$ cat config.mk
export PLATFORM = sky130hd
export DESIGN_NAME = rotary_speed_ctrl
export DESIGN_NICKNAME = d
export VERILOG_FILES = /design/src/rtl/rotary_speed_ctrl.sv
export SDC_FILE = /design/constraint.sdc
export NUM_CORES = 1
export LEC_CHECK = 0
export CAP_MARGIN = 20
export CORE_MARGIN = 3
export CORE_UTILIZATION = 50
export CTS_CLUSTER_DIAMETER = 200
export DETAILED_ROUTE_END_ITERATION = 8
export PLACE_DENSITY_LB_ADDON = 0.15
export SLEW_MARGIN = 30
export SYNTH_ARGS = -nofsm -noshare
export SYNTH_HDL_FRONTEND = slang
export SYNTH_SLANG_ARGS = --single-unit
$ cat constraint.sdc
create_clock -name clk -period 3.15 [get_ports clk]
set_input_delay 0.4725 -clock clk [delete_from_list [all_inputs] [get_ports clk]]
set_output_delay 0.4725 -clock clk [all_outputs]
set_load 0.03 [all_outputs]
$ cat src/rtl/rotary_speed_ctrl.sv
// rotary_speed_ctrl: synchronizes and debounces a quadrature encoder and a button, then drives a registered speed level and spin direction
module rotary_speed_ctrl #(
  parameter int unsigned DEBOUNCE_WIDTH = 16,
  parameter int unsigned SPEED_RESET    = 3,
  parameter int unsigned DIR_RESET      = 1
) (
  input  logic       clk,
  input  logic       reset,
  input  logic       enc_a,
  input  logic       enc_b,
  input  logic       btn,
  output logic [2:0] speed_n,
  output logic       direction,
  output logic       speed_changed,
  output logic       enc_error
);
  logic [2:0] sync1_q, sync2_q, deb;
  logic [1:0] prev_q, cur;
  logic [2:0] speed_n_q, speed_n_d, level;
  logic       btn_prev_q, dir_q, chg_q, err_q;
  logic       cw, ccw, ill, inc, dec;
  for (genvar i = 0; i < 3; i++) begin : g_deb
    logic [DEBOUNCE_WIDTH-1:0] cnt_q;
    logic                      d_q;
    always_ff @(posedge clk)
      if (reset) begin
        cnt_q <= '0;
        d_q   <= 1'b0;
      end else if (sync2_q[i] == d_q) cnt_q <= '0;
      else if (&cnt_q) begin
        d_q   <= sync2_q[i];
        cnt_q <= '0;
      end else cnt_q <= cnt_q + 1'b1;
    assign deb[i] = d_q;
  end
  assign cur   = deb[2:1];
  assign level = ~speed_n_q;
  // only the two detent transitions into 00 move the level; a two-bit jump is an error
  assign cw    = (prev_q == 2'b10) && (cur == 2'b00);
  assign ccw   = (prev_q == 2'b01) && (cur == 2'b00);
  assign ill   = (prev_q ^ cur) == 2'b11;
  assign inc   = cw && (level != 3'd7);
  assign dec   = ccw && (level != 3'd0);
  always_comb speed_n_d = ~(inc ? level + 3'd1 : dec ? level - 3'd1 : level);
  always_ff @(posedge clk)
    if (reset) begin
      sync1_q    <= '0;
      sync2_q    <= '0;
      prev_q     <= '0;
      btn_prev_q <= 1'b0;
      speed_n_q  <= ~3'(SPEED_RESET);
      dir_q      <= 1'(DIR_RESET);
      chg_q      <= 1'b0;
      err_q      <= 1'b0;
    end else begin
      sync1_q    <= {enc_a, enc_b, btn};
      sync2_q    <= sync1_q;
      prev_q     <= cur;
      btn_prev_q <= deb[0];
      speed_n_q  <= speed_n_d;
      dir_q      <= dir_q ^ (deb[0] & ~btn_prev_q);
      chg_q      <= inc | dec;
      err_q      <= ill;
    end
  assign speed_n       = speed_n_q;
  assign direction     = dir_q;
  assign speed_changed = chg_q;
  assign enc_error     = err_q;
endmodule

## Word level (Yosys, flattened, before mapping)

Index checks and enable logic that the tools add are counted.

- Register bits: 66
- Input bits: 5
- Output and inout port bits: 6
- Logic and storage cells: 53

- $add $sub $neg: 5
- Equal/unequal tests: 7
- Mux-type cells: 2
- Bitwise logic cells: 10
- Reductions and logical operators: 15

Operators with widths:

| kind | count |
|---|---|
| AND reduction 17 bit | 3 |
| adder 16 x 1 -> 16 bit, second input constant | 3 |
| AND reduction 16 bit | 3 |
| OR reduction 3 bit | 3 |
| two-way mux 3 bit | 2 |
| NOT 3 bit | 2 |
| equality test 2 bit, second input constant | 2 |
| logical AND 1 bit | 4 |
| NOT 1 bit | 4 |
| adder 3 x 1 -> 3 bit, second input constant | 1 |
| equality test 1 bit | 3 |
| != test 3 bit, second input constant | 1 |
| nonzero test 3 bit | 1 |
| subtractor 3 x 1 -> 3 bit, second input constant | 1 |
| equality test 2 x 1 -> 1 bit, second input constant | 1 |
| zero test 2 bit | 1 |
| XOR 2 bit | 1 |
| bitwise AND 1 bit | 1 |
| bitwise OR 1 bit | 1 |
| XOR 1 bit | 1 |

## Logic depth before layout (Yosys ltp)

Gate-level depths: netlist of the first run.

- Word-level depth: 6
- Gate-level depth with buffers: 6
- Depth with buffers taken out: 6

## Worst setup path after synthesis of the first run

OpenSTA, ideal clock, no wires.

- Kind: register to register
- From: register speed_n_q[0], in the netlist speed_n[0]
- To: register with a tool-made name
- Library setup time: 0.120 ns
- Data arrival time: 1.793 ns
- Required time: 3.030 ns
- Slack: 1.237 ns
- Cell stages (with the launch flop): 7
- Path buffers: 0
- Period minus slack after synthesis: 1.913 ns
- Cell sequence: dfxtp_1 inv_1 ha_1 ha_1 nor4_2 nor3_1 a211o_1

RTL lines:

| item | line | text |
|---|---|---|
| start, declared | 19 | `logic [2:0] speed_n_q, speed_n_d, level;` |
| start signal, assigned | 51 | `speed_n_q <= ~3'(SPEED_RESET);` |
| start signal, assigned | 60 | `speed_n_q <= speed_n_d;` |

## Worst setup path in the final report of the first run

- From: register g_deb[2].cnt_q[0]
- To: register g_deb[2].cnt_q[14]

- Cells in the longest elaborated chain, start to end: 2
- Elaborated cells between the ends (all ways): 3
- Classes of those cells: add/sub: 1; reduce/logical: 2

RTL lines:

| item | line | text |
|---|---|---|
| start, declared | 23 | `logic [DEBOUNCE_WIDTH-1:0] cnt_q;` |
| start signal, assigned | 33 | `end else cnt_q <= cnt_q + 1'b1;` |
| parallel branches: the longest is 2 deep, another holds adder 16 x 1 -> 16 bit | -- |  |

Several ways; the timed one is not identified.
A chain may end at the register's enable or synchronous reset.

==> impl_results.md, run 1 <==
- Critical R2R Launch: g_deb[2].cnt_q[0]
- WL final: 4610 um
- Setup violators final: 0
- Setup WS post-layout: 1.17 ns
- Power per Cell Area: 509 mW/mm^2
- Part of the cycle the worst path needs: 62.8%
- I/O Buffers: 10
- Number of max-cap violations: 0
- Max-slew headroom: 60.4%
- Post-route ant nets: 0
- Post-synthesis compound-gate area fraction: 4.88%
- Slew Viols, Final: 0
- Syn Inst Count: 307
- TNS Setup: 0 ns
- Final #Nets: 336
- TritonCTS Buffers: 9
- Setup crit end kind: register
- Critical path fanouts, max: 13
- Post-synthesis xor/xnor area fraction: 13.7%
- Row count: 26
- Slowest stage delay, CP: 0.49 ns
- Post_cts resized: 0
- P&R area growth vs syn: 13.8%
- CTS max path bufs: 2
- Largest family of logic cells by synthesized area: simple AND/OR/NAND/NOR gates
- Top Ports: 11
- H-tree levels: 3
- Post-synth EDFFs: 0
- Critical R2R Capture: g_deb[2].cnt_q[14]
- Mean Syn Cell Area: 9.19 um^2
- Crit start category: register
- Worst vdd ir: 0.000275 V
- Overall Global Routing Usage: 16.3%
- Pin count of the biggest net entering global routing: 15
- Register bit total from synthesis: 66
- Cts hold-fix bufs: 0
- Dpl ws: 1.11 ns
- Die Wd: 81.1 um
- Hpwl dp: 3110 um
- DRC errors left: 0
- Seq/Total Area, Yosys: 46.9%
- CP arrival: 2.17 ns
- Die ar.: 0.00658 mm^2
- Gpl congestion: 0.812
- Die Y: 81.1 um
- Diode count: 0
- Setup Skew: 0.00954 ns
- Via/cell ratio: 5.16
- Worst Path Buf+Inv: 0
- Critical path's slowest cell: or3_1
- Vias after detailed routing: 2060
- CP cell instances: ha_1 -> nand4_1 -> or3_1 -> o21bai_2 -> nor2_1
- Asr flop ratio synth: 0%
- Reg2Reg Setup Slack: 1.17 ns
- CTS tree: done
- Hold path cells: 1
- Crit path kind: reg2reg
- Hold WC Path Type: reg2reg
- Vias in the first global route: 1919
- CP required: 3.35 ns
- Worst-Margin Slew: 0.589 ns
- Post-Synthesis Cell Area: 0.00282 mm^2
- DRT iter0 DRCs: 74
- Post-synthesis simple-gate area fraction: 28.0%
- Minimum clock period: 1.98 ns
- Mux cell area share after synthesis: 1.11%
- Drt first pass iters: 4
- GRT overflow: 0
- Area occupied by multi-input gates: 0.00143 mm^2
- Adder-cell share of the synthesized area: 3.11%
- Clk root buf: clkbuf_8
- CTS Sinks: 66
- Layout cells sized above 1: 7.29%
- Syn Nets: 319
- R2R cell count: 5
- Setup Buffers After CTS: 0
- Drt wl/cell: 11.5 um
- Initial Utilization: 53.5%
- FILL cells: 485
- Outcome: complete, no violations
- RSZ-0062 raised after global routing: no
- Worst hold margin: 0.439 ns
- Top cell family by delay on the critical path: simple AND/OR/NAND/NOR gates
- Synth warn: 0
- Core area: 0.00527 mm^2
- Critical Path Stages: 5
- Clock transition at path regs: 0.07 ns
- Crit path to: g_deb[2].cnt_q[14]
- Number of distinct library cells after synthesis: 37
- Worst-Skew Late Latency: 0.33 ns
- Initial antenna violation count: 0
- First-pass GRT wire length: 8440 um
- Lkg Pwr: 1.05 nW
- Max Fclk: 506 MHz
- Final hold vios: 0
- Setup crit start: g_deb[2].cnt_q[0]
- Main synth FF type: dfxtp_1
- Register Area: 0.00132 mm^2
==> metal layers <==
layer	vias to the layer above	part of all wire, %	GRT usage [%]
li1	1093	-	-
met2	32	43	24.8
met4	0	1.6	8.61
met3	8	3.0	3.33
met1	927	52	21.8
met5	-	0	0
==> report_power, final <==
group	switching [mW]	internal, mW
Clock	0.304	0.465
Combinational	0.0115	0.0103
Sequential	0.00269	0.839
==> worst min path at each step <==
stage | from | end
global placement | sync1_q[2] | sync2_q[2]
detailed placement | sync1_q[1] | sync2_q[1]
finish | sync1_q[2] | sync2_q[2]
floorplan | sync1_q[0] | sync2_q[0]
global route | sync1_q[2] | sync2_q[2]
CTS | sync1_q[2] | sync2_q[2]
==> area by class of cell <==
type	count	area share, %
clock inverters	5	2.42
repair buffers	11	3.35
flip-flops and latches	66	41.2
inverters	11	1.29
well taps	70	2.73
clock buffers	11	4.41
multi-input cells	225	44.6
==> sequential cells by signal, summed over array words and instances, names as in the netlist, named ones only <==
register,cells
speed_n,1
prev_q,2
sync2_q,3
g_deb.d_q,3
direction,1
enc_error,1
sync1_q,3
speed_changed,1
g_deb.cnt_q,48
btn_prev_q,1
==> synth_stat cells, types with 2 or more instances <==
| master | n | share of area (%) |
|---|---|---|
| nand4_1 | 12 | 2.7 |
| nor3_1 | 7 | 1.2 |
| nor4_1 | 12 | 2.7 |
| a211o_1 | 2 | 0.62 |
| a21oi_1 | 7 | 1.2 |
| nor2_1 | 52 | 6.9 |
| xor2_1 | 18 | 5.6 |
| o21ai_0 | 6 | 1.1 |
| nand3_1 | 15 | 2.7 |
| nand2_1 | 16 | 2.1 |
| nand2b_1 | 5 | 1.1 |
| dfxtp_1 | 66 | 47 |
| buf_2 | 2 | 0.35 |
| clkbuf_1 | 2 | 0.27 |
| o41ai_1 | 2 | 0.62 |
| inv_1 | 11 | 1.5 |
| ha_1 | 7 | 3.1 |
| and4_1 | 5 | 1.6 |
| xnor2_1 | 26 | 8.1 |
| mux2i_1 | 2 | 0.71 |
| nor2b_1 | 12 | 2.7 |
| or3_1 | 5 | 1.1 |
==> cell families after synthesis <==
family,Yosys count
xor gates and xnor gates,44
muxes,3
buffers and inverters,16
AOI/OAI and AO/OA,21
DFF,66
and+or+nand+nor,150
adders and majority gates,7
==> placed cells by master (no fill, tap or decap), drive strengths merged <==
master         count
clkbuf            11
clkinv             2
o41ai              2
and3               2
inv               11
nor4b              1
dfxtp             66
a31o               1
nand4             13
xnor2             26
and4b              1
o21bai             1
a211o              2
nor2              52
o21ai              6
nor2b             12
nor4              13
and4               6
xor2              18
or3                6
a41o               1
ha                 7
and2               1
nand3             15
bufinv             2
a21oi              7
nand2             16
mux2               1
nand2b             5
mux2i              2
clkinvlp           1
nor3               7
buf                1
a21boi             1
clkdlybuf4s50     10
==> metrics by stage <==
step / power, mW / area (um^2) / utilization (%) / instances
final: 1.63 / 3210 / 60.9 / 399
after global routing: 1.70 / 3210 / 60.9 / 399
after CTS: 1.65 / 3210 / 60.9 / 399
after detailed placement: 0.883 / 2990 / 56.7 / 383
after global placement: 0.882 / 2990 / 56.7 / 383
after floorplan: 0.874 / 2820 / - / 307
==> worst reg2reg max path: cells and delay by family (launching register included) <==
family,cells,cell delay [ns]
flip-flops,1,0.38
AND/OR/NAND/NOR,3,0.82
adder cells (fa/ha/maj),1,0.22
AO/OA/AOI/OAI,1,0.43
Note: power is estimated with default switching activity, not from simulation.
==> inputs of run 2 (changes only) <==
clock period = 1.7 ns   (was 3.15 ns; I/O delays follow)
==> run 2 against run 1 <==
Cell count rose by 7.5%. Worst hold slack worse by 0.0036 ns. Register-to-register slack lost 1.1 ns. Combinational power rose by 120%. Flip-flop and latch count stayed put. Clock power rose by 85%. Core utilization rose by 5.0 points. Non-clock buffer count is 31 higher. Critical path type is now reg2out. Largest power group unchanged.
==> impl_results.md, run 2 (synthesized netlist as in run 1, its figures left out) <==
- Biggest register: g_deb.cnt_q
- Gr busiest metal: met2
- Setup crit end kind: primary output
- Critical path's slowest cell: clkdlybuf4s50_1
- Critical R2R Capture: g_deb[2].d_q
- Worst-Margin Slew: 0.492 ns
- Number of max-cap violations: 0
- Area occupied by multi-input gates: 0.00145 mm^2
- Crit path kind: reg2out
- P&R area growth vs syn: 23.1%
- GRT met1 Usage: 22.3%
- CP arrival: 1.36 ns
- CP cell instances: clkdlybuf4s50_1
- Row count: 26
- Clock network power share: 47.0%
- Post-route ant nets: 0
- CTS max path bufs: 2
- Minimum clock period: 1.61 ns
- Most common cell after layout, fill and taps aside: dfxtp_1
- Worst-Skew Late Latency: 0.33 ns
- Commonest cells after routing, fill and taps aside: 64 x dfxtp_1, 52 x nor2_1, 32 x buf_4
- Die ar.: 0.00658 mm^2
- Switching Power: 580 uW
- Non-Filler Instances: 429
- Final hold vios: 0
- Max reg flops: 48
- Die Wd: 81.1 um
- Hold WC Path Type: reg2reg
- FILL cells: 457
- Reg2Reg Setup Slack: 0.11 ns
- WL final: 4780 um
- Power per Cell Area: 873 mW/mm^2
- Worst Path Buf+Inv: 1
- Core area: 0.00527 mm^2
- Critical R2R Launch: g_deb[2].cnt_q[8]
- GRT overflow: 0
- Setup Skew: 0.00547 ns
- Vias in the first global route: 2016
- M2 GR Usage: 26.4%
- Outcome: complete, no violations
- Met3 usage: 4.66%
- Slowest stage delay, CP: 0.68 ns
- Overall Global Routing Usage: 17.0%
- Hpwl dp: 3510 um
- Hold path cells: 1
- Via/cell ratio: 4.96
- Net Sw Frac: 19.1%
- Layout cells sized above 1: 16.7%
- Drt first pass iters: 4
- Clock transition at path regs: 0.07 ns
- Setup Buffers After CTS: 0
- Initial antenna violation count: 0
- Initial Utilization: 53.5%
- H-tree levels: 3
- Int Power: 2.45 mW
- TNS Setup: 0 ns
- Worst vdd ir: 0.000514 V
- Register Area: 0.00132 mm^2
- Top Ports: 11
- Lkg Pwr: 1.21 nW
- Slew Viols, Final: 0
- Placed insts: 414
- Setup violators final: 0
- Cts hold-fix bufs: 0
- First-pass GRT wire length: 8650 um
- CTS Sinks: 66
- Crit start category: register
- Hold Path End: sync2_q[2]
- Worst hold start: sync1_q[2]
- Max Fclk: 620 MHz
- Vias after detailed routing: 2128
- Gate power share: 1.6%
- Part of the cycle the worst path needs: 94.9%
- Die Y: 81.1 um
- Clk root buf: clkbuf_8
- Setup crit start: direction
- Sequential fraction of design power: 51.4%
- Max-slew headroom: 66.7%
- TritonCTS Buffers: 9
- I/O Buffers: 10
- R2R cell count: 4
- CTS tree: done
- Pin count of the biggest net entering global routing: 15
- DRC errors left: 0
- Top cell family by delay on the critical path: buffers and inverters
- RSZ-0062 raised after global routing: no
- Diode count: 0
- Final #Nets: 367
- CP required: 1.44 ns
- Gpl congestion: 0.740
- DRT iter0 DRCs: 53
- Drt wl/cell: 11.1 um
- Critical path fanouts, max: 2
-- run 2: cell types whose count changed in the layout (fill, tap and decap cells not counted), moves of 2 or more --
cell,previous run,this run
buf_4,1,32
clkbuf_8,10,14
dfxtp_1,66,64
clkinv_2,2,0
dfxtp_2,0,2
-- run 2: worst max path at each step --
| stage | endpoint | cells past startpoint |
|---|---|---|
| floorplan | register | 6 |
| global placement | g_deb[1].cnt_q[9] | 4 |
| detailed placement | g_deb[1].cnt_q[11] | 4 |
| CTS | speed_n[2] | 1 |
| global route | g_deb[2].cnt_q[9] | 6 |
| finish | direction | 1 |
-- run 2: timing repair --
action | CTS | global route
endpoints found under the setup margin | 0 | 26
resized for setup | 0 | 4
hold endpoints to repair | 0 | 0
-- run 2: area by class of cell --
cell class | instances | share of cell area [%]
clock buffer | 14 | 5.55
clock inverter | 1 | 0.865
inverter | 11 | 1.19
multi-input combinational | 225 | 41.9
sequential | 66 | 38.1
tap | 70 | 2.52
timing repair buffer | 42 | 9.88
-- run 2: metrics by stage --
stage / setup WS, ns / hold WS [ns] / total power [mW] / util (%) / area, um^2
after CTS: 0.0199 / 0.434 / 3.07 / 65.6 / 3460
after global placement: 0.103 / 0.416 / 1.64 / 61.4 / 3230
after global routing: 0.0107 / 0.460 / 3.16 / 65.9 / 3470
final: 0.0868 / 0.435 / 3.03 / 65.9 / 3470
after floorplan: 0.00920 / 0.383 / 1.62 / - / 2830
after detailed placement: 0.0800 / 0.425 / 1.64 / 61.4 / 3230
-- run 2: power by group through the flow --
stage	Combinational [mW]	Clock, mW	Sequential [mW]
4_1_cts	0.0494	1.46	1.56
2_1_floorplan	0.0258	0	1.59
3_5_place_dp	0.0490	0	1.59
5_1_grt	0.0549	1.54	1.56
3_3_place_gp	0.0487	0	1.59
6_report	0.0486	1.42	1.56
-- run 2: routing by layer --
metal  up-vias  part of all wire (%)
met2        17                    46
li1       1148                     -
met5         -                     0
met1       956                    51
met4         0                   1.1
met3         7                   2.3
